==> config.mk <==
export PLATFORM = sky130hd
export DESIGN_NAME = ctrl_word_exec
export DESIGN_NICKNAME = d
export VERILOG_FILES = /design/src/rtl/ctrl_word_exec.sv
export SDC_FILE = /design/constraint.sdc
export NUM_CORES = 1
export LEC_CHECK = 0
export CELL_PAD_IN_SITES_DETAIL_PLACEMENT = 0
export CELL_PAD_IN_SITES_GLOBAL_PLACEMENT = 1
export CORE_UTILIZATION = 31
export CTS_BUF_LIST = sky130_fd_sc_hd__clkbuf_8
export CTS_CLUSTER_SIZE = 14
export DETAILED_ROUTE_END_ITERATION = 10
export MAX_ROUTING_LAYER = met4
export PLACE_DENSITY_LB_ADDON = 0.1
export SLEW_MARGIN = 0
export SYNTH_ARGS = -nofsm -noshare
export SYNTH_HDL_FRONTEND = slang
export SYNTH_SLANG_ARGS = --single-unit
==> constraint.sdc <==
create_clock -name clk -period 1.8 [get_ports clk]
set_input_delay 0.36 -clock clk [delete_from_list [all_inputs] [get_ports clk]]
set_output_delay 0.36 -clock clk [all_outputs]
set_load 0.02 [all_outputs]
==> src/rtl/ctrl_word_exec.sv <==
// Control-word executor: takes one control word per handshake, issues one-cycle datapath strobes,
// runs an optional memory request/ack phase, then pulses done. The word counter exists only with CTRL_EXEC_COUNT_EN.
module ctrl_word_exec #(
  parameter int unsigned MEM_TIMEOUT = 16,
  parameter int unsigned CNT_W       = 16
) (
  input  logic             clk,
  input  logic             rst,
  input  logic [9:0]       ctrl_word,
  input  logic             ctrl_valid,
  output logic             ctrl_ready,
  output logic             ir_ld,
  output logic             ac_ld,
  output logic             pc_inc,
  output logic             ar_ld,
  output logic [1:0]       bus_sel,
  output logic [1:0]       alu_op,
  output logic             mem_req,
  output logic             mem_we,
  input  logic             mem_ack,
  output logic             done,
  output logic             err_illegal,
  output logic             err_timeout,
  output logic [CNT_W-1:0] exec_count
);

  localparam int unsigned TW = (MEM_TIMEOUT > 1) ? $clog2(MEM_TIMEOUT) : 1;

  localparam logic [1:0] S_IDLE  = 2'd0;
  localparam logic [1:0] S_ISSUE = 2'd1;
  localparam logic [1:0] S_MEM   = 2'd2;
  localparam logic [1:0] S_DONE  = 2'd3;

  logic [1:0]    state_q, state_d;
  logic          rd_q, rd_d, wr_q, wr_d;
  logic [3:0]    strb_q, strb_d;
  logic [1:0]    bus_q, bus_d, alu_q, alu_d;
  logic          req_q, req_d, we_q, we_d;
  logic          done_q, done_d;
  logic          ill_q, ill_d, to_q, to_d;
  logic [TW-1:0] wcnt_q, wcnt_d;
  logic          accept_c;

  assign ctrl_ready = (state_q == S_IDLE) & ~rst;
  assign accept_c   = ctrl_valid & ctrl_ready;

  // Next state and next registered outputs; outputs are loaded on the edge entering each state.
  always_comb begin
    state_d = state_q;
    rd_d    = rd_q;
    wr_d    = wr_q;
    strb_d  = 4'b0;
    bus_d   = bus_q;
    alu_d   = alu_q;
    req_d   = 1'b0;
    we_d    = 1'b0;
    done_d  = 1'b0;
    ill_d   = ill_q;
    to_d    = to_q;
    wcnt_d  = wcnt_q;
    case (state_q)
      S_IDLE: begin
        if (accept_c) begin
          state_d = S_ISSUE;
          rd_d    = ctrl_word[9];
          wr_d    = ctrl_word[8];
          bus_d   = ctrl_word[3:2];
          alu_d   = ctrl_word[1:0];
          if (!(ctrl_word[9] && ctrl_word[8])) strb_d = ctrl_word[7:4];
        end
      end
      S_ISSUE: begin
        wcnt_d = '0;
        if (rd_q ^ wr_q) begin
          state_d = S_MEM;
          req_d   = 1'b1;
          we_d    = wr_q;
        end else begin
          state_d = S_DONE;
          done_d  = 1'b1;
          if (rd_q && wr_q) ill_d = 1'b1;
        end
      end
      S_MEM: begin
        // Ack is checked first so an ack on the last allowed cycle is not a timeout.
        if (mem_ack) begin
          state_d = S_DONE;
          done_d  = 1'b1;
        end else if (wcnt_q == TW'(MEM_TIMEOUT - 1)) begin
          state_d = S_DONE;
          done_d  = 1'b1;
          to_d    = 1'b1;
        end else begin
          wcnt_d = wcnt_q + TW'(1);
          req_d  = 1'b1;
          we_d   = wr_q;
        end
      end
      default: state_d = S_IDLE;
    endcase
  end

  always_ff @(posedge clk) begin
    if (rst) begin
      state_q <= S_IDLE;
      rd_q    <= 1'b0;
      wr_q    <= 1'b0;
      strb_q  <= 4'b0;
      bus_q   <= 2'b0;
      alu_q   <= 2'b0;
      req_q   <= 1'b0;
      we_q    <= 1'b0;
      done_q  <= 1'b0;
      ill_q   <= 1'b0;
      to_q    <= 1'b0;
      wcnt_q  <= '0;
    end else begin
      state_q <= state_d;
      rd_q    <= rd_d;
      wr_q    <= wr_d;
      strb_q  <= strb_d;
      bus_q   <= bus_d;
      alu_q   <= alu_d;
      req_q   <= req_d;
      we_q    <= we_d;
      done_q  <= done_d;
      ill_q   <= ill_d;
      to_q    <= to_d;
      wcnt_q  <= wcnt_d;
    end
  end

  assign {ir_ld, ac_ld, pc_inc, ar_ld} = strb_q;
  assign bus_sel     = bus_q;
  assign alu_op      = alu_q;
  assign mem_req     = req_q;
  assign mem_we      = we_q;
  assign done        = done_q;
  assign err_illegal = ill_q;
  assign err_timeout = to_q;

`ifdef CTRL_EXEC_COUNT_EN
  logic [CNT_W-1:0] cnt_q;

  // Counts on the edge that raises done, so the new value appears with the done pulse.
  always_ff @(posedge clk) begin
    if (rst)         cnt_q <= '0;
    else if (done_d) cnt_q <= cnt_q + CNT_W'(1);
  end

  assign exec_count = cnt_q;
`else
  assign exec_count = '0;
`endif

endmodule

# After elaboration in Yosys (flattened, before gate mapping)
# Cells that the tools add are included.
dict set report totals {
  regBits 21
  in_bits 14
  elab_cells 58
}
dict set report classes {
  add_sub_neg 1
  eq_ne 7
  n_mux 20
  bitwise 8
  n_reduce_logical 10
}
# cell count
set op_table {}
lappend op_table {{$mux W1} 10}
lappend op_table {{$reduce_and A3 Y1} 3}
lappend op_table {{$mux W4} 2}
lappend op_table {{$pmux W4 S2} 1}
lappend op_table {{$mux W2} 3}
lappend op_table {{$ne A2 B2 Y1 const B} 3}
lappend op_table {{$pmux W1 S2} 3}
lappend op_table {{$pmux W2 S3} 1}
lappend op_table {{$not A1 Y1} 5}
lappend op_table {{$add A4 B1 Y4 const B} 1}
lappend op_table {{$eq A4 B4 Y1 const B} 1}
lappend op_table {{$reduce_and A2 Y1} 2}
lappend op_table {{$reduce_or A4 Y1} 1}
lappend op_table {{$ne A3 B3 Y1 const B} 1}
lappend op_table {{$and A1 B1 Y1} 2}
lappend op_table {{$eq A2 B1 Y1 const B} 1}
lappend op_table {{$eq A2 B2 Y1 const B} 1}
lappend op_table {{$logic_and A1 B1 Y1} 2}
lappend op_table {{$logic_not A2 Y1} 1}
lappend op_table {{$reduce_bool A2 Y1} 1}
lappend op_table {{$xor A1 B1 Y1} 1}

# Longest topological paths before layout
dict set report logic_depth {
  word_depth 5
  mapped_depth 7
  ltp_nobuf 6
}

# Least setup slack after synthesis
# No wires, ideal clock.
dict set report synth_path {
  path_type {register to output}
  from {reg state_q[0]}
  to {out ctrl_ready}
  t_arrival_ns 1.054
  required_time_ns 1.440
  path_slack_ns 0.386
  stages_incl_launch_ff 6
  n_path_buf 1
  cell_sequence {dfxtp_1 inv_1 ha_1 buf_2 inv_1 nor2_1}
}
dict set report synth_between {
  elab_chain_cells 2
}
# element line
set synth_rtl {}
lappend synth_rtl {{from (decl)} 34} ;# logic [1:0] state_q, state_d;
lappend synth_rtl {{from (signal assigned)} 118} ;# state_q <= state_d;
lappend synth_rtl {{$logic_not A2 Y1} 44} ;# assign ctrl_ready = (state_q == S_IDLE) & ~rst;
lappend synth_rtl {{$and A1 B1 Y1} 44}
lappend synth_rtl {{to (decl)} 11} ;# output logic ctrl_ready,
# No other way between the ends.

# Worst setup path after layout
# Ends and elaborated chain as after synthesis.

==> flow_metrics.tcl <==
set metrics [dict create \
    outcome "finished, final reports clean" \
    path_class "register to output pin" \
    comb_power_share 0.434 \
    hold_end "bus_sel[0]$_SDFFE_PP0P_" \
    maxSlewViolCount 0 \
    synthTopCellsByArea "dfxtp_1 (40%), buf_4 (12%), ha_1 (8.4%), a21oi_1 (6.2%), nand2_1 (4.0%)" \
    grt_pass1_vias 751 \
    clk_pin_slew_ns 0.08 \
    cts_root_buf "clkbuf_8" \
    layout_commonest_cell "clkdlybuf4s50_1" \
    port_buffers 27 \
    cp_top_family "flip-flops" \
    fin_crit_sh 0.871 \
    period_needed_ns 1.57 \
    fin_setup_tns_ns 0 \
    fin_skew_ns 0.00125 \
    async_flop_share 0 \
    hpwlAfterDp_um 1660 \
    crit_path_cell_trace "inv_1, ha_1, inv_1, nor2_1, clkbuf_2" \
    cts_tree "yes" \
    numCtsBuffers 3 \
    fp.dieH_um 60.0 \
    setup_viol 0 \
    finalWorstSetupSlack_ns 0.232 \
    synthFlopType "dfxtp_1" \
    cp_common_cell "inv_1" \
    ioPinCount 44 \
    crit_fanout 3 \
    grt_pass1_wl_um 3320 \
    cts.sinks 21 \
    switching_share 0.357 \
    hold_depth 2 \
    grt_use_total 0.127 \
    wl_per_cell_um 10.4 \
    p_switching_mw 0.546 \
    clock.fmax_mhz 638 \
    finalWeightedCongestion 0.752 \
    antenna_found_initial 0 \
    cp_slowest_cell "dfxtp_1" \
    yosysWarnings 0 \
    synthAdderAreaFrac 0.0840 \
    start_util 0.333 \
    die_x_um 60.0 \
    rows 20 \
    r2r_slack_ns 0.25 \
    p_per_area_nw_per_um2 1120 \
    synthesis.area_um2 1040 \
    slowest_delay_ns 0.33 \
    syn2layout_area_growth_pct 31.5 \
    min_path_type "register to register" \
    worstHoldStart "bus_sel[0]$_SDFFE_PP0P_" \
    dp_slack_ns -0.135 \
    drv_cap 0 \
    synth_cell_types 30 \
    seq_power_share 0.369 \
    ir_drop_mv 0.556 \
    p_leak_nw 0.563 \
    synth-seq-cells 21 \
    insertion_delay_ns 0.25 \
    die_area_um2 3600 \
    hold_violations 0 \
    required_ns 1.44 \
    diodes 0 \
    grt_start_max_net_pins 18 \
    vias_per_cell 4.22 \
    synth_compound_area_frac 0.132 \
    crit_path_start_kind "register" \
    drc 0 \
    drive_above_1_share 0.119 \
    fin_nets 173 \
    r2r_end "state_q[1]$_SDFFE_PP0P_" \
    synth-simple-area-share 0.202 \
    rr_worst_depth 6 \
    clock_path_buffers 2 \
    synthMuxAreaShare 0.0192 \
    intPower_mw 0.983 \
    design.core.area_um2 3130 \
    whs_ns 0.457 \
    num_vias 823 \
    drt-initial-drc-count 6 \
    r2r_start "state_q[0]$_SDFFE_PP0P_" \
    wl_um 2040 \
    rsz0062_at_grt "no" \
    first_pass_iters 4 \
    ant_nets 0 \
    cp_data_arrival_time_ns 1.21 \
    seq_area_frac_synth 0.403 \
    synth-edff-count 0 \
    layout_common_cells "clkdlybuf4s50_1 (26), dfxtp_1 (21), conb_1 (16)" \
    synth_xor_area_frac 0 \
    synthCells 118 \
    grt_overflow 0 \
    synth_area_per_cell_um2 8.83 \
    synth_top_family_by_area "simple AND/OR/NAND/NOR gates" \
    yosysTopAreaCell "dfxtp_1" \
    end_kind "output pin" \
    path_buf_inv 3 \
    clockPowerShare 0.198 \
    yosysTopAreaCellShare 0.403 \
    htreeDepth 1 \
]
-- through the flow --
step | power (mW) | util | instance area [um^2] | instances
6_report | 1.53 | 0.438 | 1370 | 195
3_3_place_gp | 1.24 | 0.425 | 1330 | 191
5_1_grt | 1.65 | 0.438 | 1370 | 195
4_1_cts | 1.56 | 0.439 | 1370 | 195
3_5_place_dp | 1.25 | 0.425 | 1330 | 191
2_1_floorplan | 1.01 | - | 1100 | 133
-- layer usage --
| metal | track usage | vias up | wire (um) |
|---|---|---|---|
| met3 | 0.0152 | 2 | 77 |
| met2 | 0.203 | 30 | 962 |
| li1 | - | 430 | - |
| met5 | - | - | 0 |
| met1 | 0.163 | 361 | 968 |
| met4 | 0.0498 | 0 | 27 |
-- power by group through the flow --
stage	logic (mW)	registers (mW)	clock network (mW)
2_1_floorplan	0.394	0.616	0
3_3_place_gp	0.668	0.573	0
3_5_place_dp	0.676	0.577	0
4_1_cts	0.671	0.566	0.321
5_1_grt	0.741	0.571	0.343
6_report	0.663	0.564	0.302
-- worst reg2reg max path: cells and delay by family (launching register included) --
| family | cells | cell delay [ns] |
|---|---|---|
| flops | 1 | 0.35 |
| simple gates | 2 | 0.30 |
| compound gates | 1 | 0.26 |
| fa+ha+maj | 1 | 0.23 |
| mux | 1 | 0.22 |
| buf+inv | 1 | 0.08 |
-- state kept, by name (all words and copies together) (netlist names) --
signal,cells
alu_op,2
strb_q,4
state_q,2
rd_q,1
err_timeout,1
err_illegal,1
mem_req,1
mem_we,1
bus_sel,2
wcnt_q,4
done,1
wr_q,1
-- timing repair --
| item | in CTS | in global routing |
|---|---|---|
| endpoints found under the setup margin | 1 | 1 |
| endpoints found under the hold margin | 0 | 0 |
| hold buffers | 0 | 0 |
| setup buffers | 0 | 0 |
| gates resized for setup | 1 | 2 |
-- cells by family (layout without fill, tap and decap cells) --
logic type | after synthesis | in the layout
AND/OR/NAND/NOR | 41 | 41
buffers and inverters | 24 | 42
AO/OA/AOI/OAI | 22 | 22
flip-flops | 21 | 21
adder cells (fa/ha/maj) | 7 | 7
multiplexers | 2 | 2
other | 1 | 16
-- worst max-delay path by stage --
| stage | start | endpoint | slack, ns | cells after the start |
|---|---|---|---|---|
| 2_1_floorplan | state_q[0]$_SDFFE_PP0P_ | ctrl_ready | 0.39 | 5 |
| 3_3_place_gp | rst | ctrl_ready | -0.14 | 3 |
| 3_5_place_dp | rst | ctrl_ready | -0.14 | 3 |
| 4_1_cts | state_q[0]$_SDFFE_PP0P_ | ctrl_ready | 0.03 | 5 |
| 5_1_grt | state_q[0]$_SDFFE_PP0P_ | state_q[1]$_SDFFE_PP0P_ | 0.13 | 6 |
| 6_report | state_q[0]$_SDFFE_PP0P_ | ctrl_ready | 0.23 | 5 |
-- cell type report --
class,count,area [um^2]
sequential,21,420
clock inverter,1,5.00
timing repair buffer,34,318
tap,44,55.1
multi-input combinational,88,515
inverter,4,15.0
fill,316,1760
clock buffer,3,41.3
-- cells in the mapped netlist, types with 2 or more instances --
library cell  count
inv_1             4
nand2_1          11
buf_2             2
and2b_2           2
a211oi_1          2
mux2i_1           2
and2_1            4
ha_1              7
buf_4            16
nand3_1           8
a21oi_1          13
dfxtp_1          21
nor2_1            8
nand2b_1          2
Note: power is estimated with default switching activity, not from simulation.
